**config.mk**
```make
export PLATFORM = sky130hd
export DESIGN_NAME = usr_seq_ctrl_flat
export DESIGN_NICKNAME = d
export VERILOG_FILES = /design/src/rtl/usr_seq_ctrl_if.sv /design/src/rtl/usr_seq_ctrl.sv /design/src/flat_wrapper.sv
export SDC_FILE = /design/constraint.sdc
export NUM_CORES = 1
export LEC_CHECK = 0
export ABC_AREA = 1
export BUFFER_PORTS_ARGS = -buffer_cell sky130_fd_sc_hd__buf_2
export CAP_MARGIN = 15
export CORE_MARGIN = 8
export CORE_UTILIZATION = 40
export DETAILED_ROUTE_END_ITERATION = 8
export SLEW_MARGIN = 15
export SYNTH_ARGS = -nofsm -noshare
export SYNTH_HDL_FRONTEND = slang
export SYNTH_SLANG_ARGS = --single-unit
```
**constraint.sdc**
```tcl
create_clock -name clk -period 2.1 [get_ports clk]
set_input_delay 0.21 -clock clk [delete_from_list [all_inputs] [get_ports clk]]
set_output_delay 0.21 -clock clk [all_outputs]
set_load 0.01 [all_outputs]
```
**src/rtl/usr_seq_ctrl_if.sv**
```systemverilog
// Command channel of the sequence controller.
// A command transfers on a rising clk edge where cmd_valid and cmd_ready are both high;
// cmd_ready may fall at any time, and a command offered while cmd_ready is low is simply dropped.
interface usr_seq_ctrl_if;
    logic       cmd_valid;
    logic       cmd_ready;
    logic [1:0] cmd_op;
    logic       cmd_dir;
    logic [2:0] cmd_len;
    logic [3:0] cmd_data;

    modport master (
        output cmd_valid,
        output cmd_op,
        output cmd_dir,
        output cmd_len,
        output cmd_data,
        input  cmd_ready
    );

    modport slave (
        input  cmd_valid,
        input  cmd_op,
        input  cmd_dir,
        input  cmd_len,
        input  cmd_data,
        output cmd_ready
    );
endinterface

```
**src/rtl/usr_seq_ctrl.sv**
```systemverilog
// Sequence controller driving a 4-bit universal shift register.
// Commands: NOP, TX (load then shift out), RX (shift in), LOAD (parallel load).
module usr_seq_ctrl (
    input  logic                 clk,
    input  logic                 rst,
    usr_seq_ctrl_if.slave        cmd,
    input  logic                 sin,
    output logic [3:0]           q,
    output logic [1:0]           s,
    output logic                 sout,
    output logic                 sout_valid,
    output logic                 done,
    output logic [3:0]           rsp_data,
    output logic [1:0]           state_dbg
);

    typedef enum logic [1:0] {
        ST_IDLE  = 2'd0,
        ST_LOAD  = 2'd1,
        ST_SHIFT = 2'd2,
        ST_DONE  = 2'd3
    } state_t;

    localparam logic [1:0] OP_NOP  = 2'b00;
    localparam logic [1:0] OP_TX   = 2'b01;
    localparam logic [1:0] OP_RX   = 2'b10;
    localparam logic [1:0] OP_LOAD = 2'b11;

    localparam logic [1:0] S_HOLD  = 2'b00;
    localparam logic [1:0] S_LEFT  = 2'b01;
    localparam logic [1:0] S_RIGHT = 2'b10;
    localparam logic [1:0] S_LOAD  = 2'b11;

    state_t     state;
    state_t     state_nxt;
    logic [1:0] op_r;
    logic       dir_r;
    logic [2:0] len_r;
    logic [3:0] data_r;
    logic [2:0] cnt;
    logic [2:0] cnt_nxt;
    logic [3:0] q_nxt;
    logic [2:0] len_clamp;
    logic       accept;
    logic       fill;

    assign cmd.cmd_ready = (state == ST_IDLE);
    assign accept        = cmd.cmd_valid && (state == ST_IDLE);
    assign len_clamp     = (cmd.cmd_len > 3'd4) ? 3'd4 : cmd.cmd_len;
    assign state_dbg     = state;
    // TX shifts zeros in behind the outgoing data; RX shifts the serial input in.
    assign fill          = (op_r == OP_RX) ? sin : 1'b0;

    always_comb begin
        state_nxt  = state;
        q_nxt      = q;
        cnt_nxt    = cnt;
        s          = S_HOLD;
        sout       = 1'b0;
        sout_valid = 1'b0;
        done       = 1'b0;
        case (state)
            ST_IDLE: begin
                if (cmd.cmd_valid) begin
                    cnt_nxt = len_clamp;
                    case (cmd.cmd_op)
                        OP_TX, OP_LOAD: state_nxt = ST_LOAD;
                        OP_RX:          state_nxt = (len_clamp != 3'd0) ? ST_SHIFT : ST_DONE;
                        default:        state_nxt = ST_DONE;
                    endcase
                end
            end
            ST_LOAD: begin
                s         = S_LOAD;
                q_nxt     = data_r;
                state_nxt = ((op_r == OP_TX) && (len_r != 3'd0)) ? ST_SHIFT : ST_DONE;
            end
            ST_SHIFT: begin
                s          = dir_r ? S_RIGHT : S_LEFT;
                // Serial output taken from the pre-shift register so the first bit leaves immediately.
                sout       = dir_r ? q[0] : q[3];
                sout_valid = (op_r == OP_TX);
                q_nxt      = dir_r ? {fill, q[3:1]} : {q[2:0], fill};
                cnt_nxt    = cnt - 3'd1;
                if (cnt <= 3'd1) begin
                    state_nxt = ST_DONE;
                end
            end
            ST_DONE: begin
                done      = 1'b1;
                state_nxt = ST_IDLE;
            end
            default: begin
                state_nxt = ST_IDLE;
            end
        endcase
    end

    always_ff @(posedge clk or posedge rst) begin
        if (rst) begin
            state    <= ST_IDLE;
            q        <= 4'b0000;
            rsp_data <= 4'b0000;
            op_r     <= OP_NOP;
            dir_r    <= 1'b0;
            len_r    <= 3'd0;
            data_r   <= 4'b0000;
            cnt      <= 3'd0;
        end else begin
            state <= state_nxt;
            q     <= q_nxt;
            cnt   <= cnt_nxt;
            if (accept) begin
                op_r   <= cmd.cmd_op;
                dir_r  <= cmd.cmd_dir;
                len_r  <= len_clamp;
                data_r <= cmd.cmd_data;
            end
            // Capture on the edge entering DONE so rsp_data is already valid while done is high.
            if ((state_nxt == ST_DONE) && (state != ST_DONE)) begin
                rsp_data <= q_nxt;
            end
        end
    end

endmodule

```
**src/flat_wrapper.sv**
```systemverilog
// flat-port wrapper written by rule: the top's interface ports become plain ports
module usr_seq_ctrl_flat 
  (clk, rst, sin, q, s, sout, sout_valid, done, rsp_data, state_dbg, cmd_cmd_valid, cmd_cmd_op, cmd_cmd_dir, cmd_cmd_len, cmd_cmd_data, cmd_cmd_ready);
  usr_seq_ctrl_if cmd_i ();
  input  logic clk;
  input  logic rst;
  input  logic sin;
  output logic [3:0] q;
  output logic [1:0] s;
  output logic sout;
  output logic sout_valid;
  output logic done;
  output logic [3:0] rsp_data;
  output logic [1:0] state_dbg;
  input wire logic [$bits(cmd_i.cmd_valid)-1:0] cmd_cmd_valid;
  input wire logic [$bits(cmd_i.cmd_op)-1:0] cmd_cmd_op;
  input wire logic [$bits(cmd_i.cmd_dir)-1:0] cmd_cmd_dir;
  input wire logic [$bits(cmd_i.cmd_len)-1:0] cmd_cmd_len;
  input wire logic [$bits(cmd_i.cmd_data)-1:0] cmd_cmd_data;
  output wire logic [$bits(cmd_i.cmd_ready)-1:0] cmd_cmd_ready;
  assign cmd_i.cmd_valid = cmd_cmd_valid;
  assign cmd_i.cmd_op = cmd_cmd_op;
  assign cmd_i.cmd_dir = cmd_cmd_dir;
  assign cmd_i.cmd_len = cmd_cmd_len;
  assign cmd_i.cmd_data = cmd_cmd_data;
  assign cmd_cmd_ready = cmd_i.cmd_ready;
  usr_seq_ctrl u_core (.clk(clk), .rst(rst), .cmd(cmd_i), .sin(sin), .q(q), .s(s), .sout(sout), .sout_valid(sout_valid), .done(done), .rsp_data(rsp_data), .state_dbg(state_dbg));
endmodule
```
==> impl_metrics.ini <==
[timing]
tns_ps = 0
worst_slew_pin_slew_ps = 290.9
relSlewSlack = 0.8061
fin_crit_sh = 0.9164
max_freq_ghz = 0.5196
rsz0062_at_grt = false
hold_violations = 0
setup_viol = 0
fin_crit_ps = 1924
holdWs_ps = 78.18
slew_violations = 0
clock_skew_ps = 1.588

[setup_path]
rrSetupSlack_ps = 340
reg2reg_from = u_core.state_dbg[0]$_DFF_PP0_
timing.critical_path.max_delay_family = flip-flops
worstPathCellList = inv_1 > ha_1 > inv_2 > a21oi_1 > buf_2
end_kind = output port
reg2reg_to = u_core.rsp_data[3]$_DFFE_PP0P_
crit_path_start_kind = flop
r2r_cells = 9
critPathArrivalTime_ps = 1710
worst_path_largest_cell_delay_ps = 450
cp_num_buf_inv = 3
cp_max_fo = 8
crit_slowest_cell = dfrtp_1
cp_data_required_time_ps = 1890
critPathKind = reg2out

[min_path]
holdPathEnd = u_core.data_r[0]$_DFFE_PP0P_
min_path_cells = 3
hp-start = cmd_cmd_data[0]
hold_class = in2reg

[clock_tree]
htree_num_levels = 1
clock_sinks = 23
cts_made_buffers = 3
clkLatencyLatePin_ps = 310
cts_tree = built
clk_pin_slew_ps = 130
clk_path_buf_depth = 2
root_buffer = clkbuf_4

[finish]
areaGrowthSynthToFinish_pct = 18.71
diodes = 0
fin_nets = 221
regArea_um2 = 575.6
fin_util = 0.5028
final_cell_mix = nand2_1, buf_2, dfrtp_1, nor2_1, inv_1
final_common_cell = nand2_1
final.fill_count = 313
fin_area_um2 = 1548
multiInputGateArea_um2 = 625.6
layout-drive-gt1-share = 0.2600

[power_and_ir_drop]
power_frac_seq = 0.316
sw_frac_of_total = 0.4993
p_comb_frac = 0.603
p_leak_nw = 0.8476
vdd_drop_max_v = 0.0006527
power_frac_clock = 0.081
p_int_mw = 1.310
power.switching_mw = 1.306
p_per_area_nw_per_um2 = 1690

[run]
cap_violations = 0

[global_route]
grt_max_degree = 24
gr-total-overflow = 0
grt.met1_usage = 0.1621
grt_pass1_vias = 1184
grt_pass1_wl_um = 5520
grt-busiest-layer = met2
globalRouteTotalUtil = 0.1300
met2_usage = 0.2155
antenna_found_initial = 0
grtUsageMet3 = 0.02885

[synth]
synthCells = 166
yosys_warnings = 0
postSynthAreaPerCell_um2 = 7.854
ys_seq_elements = 23
netlist_area_um2 = 1304
ys_types = 25
synth_fp_nets = 186
ys_seq_area_frac = 0.4415

[floorplan]
dieArea_um2 = 5342
die_x_um = 73.09
die_y_um = 73.09
start_util = 0.4236
rows = 20
core_um2 = 3078
io_pins = 30

[drt]
drc = 0
ant_nets = 0
avgViaCountPerCell = 4.742
firstDrtPassIters = 5
routedWlPerCell_um = 13.05
vias = 1157
wl_um = 3185
drt_iter0_drc = 76

[outcome]
status = complete, no violations

[placement]
placed_area_um2 = 1506
dpl.hpwl_um = 2529
routabilityCongestion = 0.8251
numPortBuffers = 29
synthesized netlist by cell type (all sizes together):
cell type   n  area share
ha          6       0.058
buf         2      0.0096
nand3      14       0.077
and2        1      0.0048
dfrtp      23        0.44
inv        24       0.073
nand2      50        0.16
o22ai       4       0.019
nand4       4       0.019
a21oi       5       0.022
nor2       23       0.072
o21ai       8       0.034
nor3        1      0.0038
a22oi       1      0.0058
routing by layer:
metal	part of all wire	up-vias
li1	-	590
met1	0.48	537
met2	0.46	25
met3	0.047	5
met4	0.010	0
met5	0	-
power by group through the flow:
stage	clock network (mW)	logic [mW]	registers, mW
after floorplan	0	1.11	0.839
after global placement	0	1.54	0.827
after detailed placement	0	1.57	0.831
after CTS	0.211	1.59	0.821
after global routing	0.230	1.81	0.854
final	0.212	1.58	0.826
kinds of logic (layout without fill, tap and decap cells):
kind of cell | count (synthesis) | after routing | synth area share
AOI/OAI and AO/OA | 18 | 18 | 0.08061
adders and majority gates | 6 | 6 | 0.05758
buffers and inverters | 26 | 60 | 0.08253
and+or+nand+nor | 93 | 93 | 0.3378
DFF | 23 | 23 | 0.4415
worst max path at each step:
stage / cells after the start / slack, ps / startpoint / endpoint
6_report: 5 / 180 / u_core.state_dbg[0]$_DFF_PP0_ / s[1]
5_1_grt: 5 / 40 / u_core.state_dbg[0]$_DFF_PP0_ / s[0]
4_1_cts: 7 / 100 / u_core.state_dbg[0]$_DFF_PP0_ / s[0]
3_5_place_dp: 10 / 380 / u_core.state_dbg[0]$_DFF_PP0_ / u_core.rsp_data[0]$_DFFE_PP0P_
3_3_place_gp: 8 / 400 / u_core.state_dbg[0]$_DFF_PP0_ / u_core.rsp_data[0]$_DFFE_PP0P_
2_1_floorplan: 10 / 470 / u_core.state_dbg[0]$_DFF_PP0_ / u_core.rsp_data[3]$_DFFE_PP0P_
cell type report:
cell class,instances,share of cell area
Multi-Input combinational cell,117,0.4042
Sequential cell,23,0.3719
Timing Repair Buffer,32,0.1099
Inverter,24,0.06144
Tap cell,44,0.03557
Clock buffer,4,0.01698
through the flow:
step                      total power, mW  worst slack, ps  instances
after CTS                           2.620            96.47        244
final                               2.615            175.6        244
after global routing                2.889            37.85        244
after global placement              2.370            397.3        239
after floorplan                     1.948            465.5        166
after detailed placement            2.404            380.3        239
state kept, by name (all words and copies together), names as in the netlist:
signal,cells
u_core.rsp_data,4
u_core.dir_r,1
u_core.q,4
u_core.state_dbg,2
u_core.data_r,4
u_core.cnt,3
u_core.op_r,2
u_core.len_r,3
worst reg2reg max path: cells and delay by family (launching register included):
family	cells	cell delay (ps)
adder cells (fa/ha/maj)	1	450
flip-flops	1	450
buffers and inverters	2	220
AO/OA/AOI/OAI	1	160
AND/OR/NAND/NOR	5	400
what timing repair did:
action                                  in CTS  in global routing
endpoints found under the hold margin       23                  0
endpoints found under the setup margin       0                  1
hold buffers                                 1                  0
gates resized for setup                      0                  2
buffers inserted                             0                  0
Note: power is estimated with default switching activity, not from simulation.
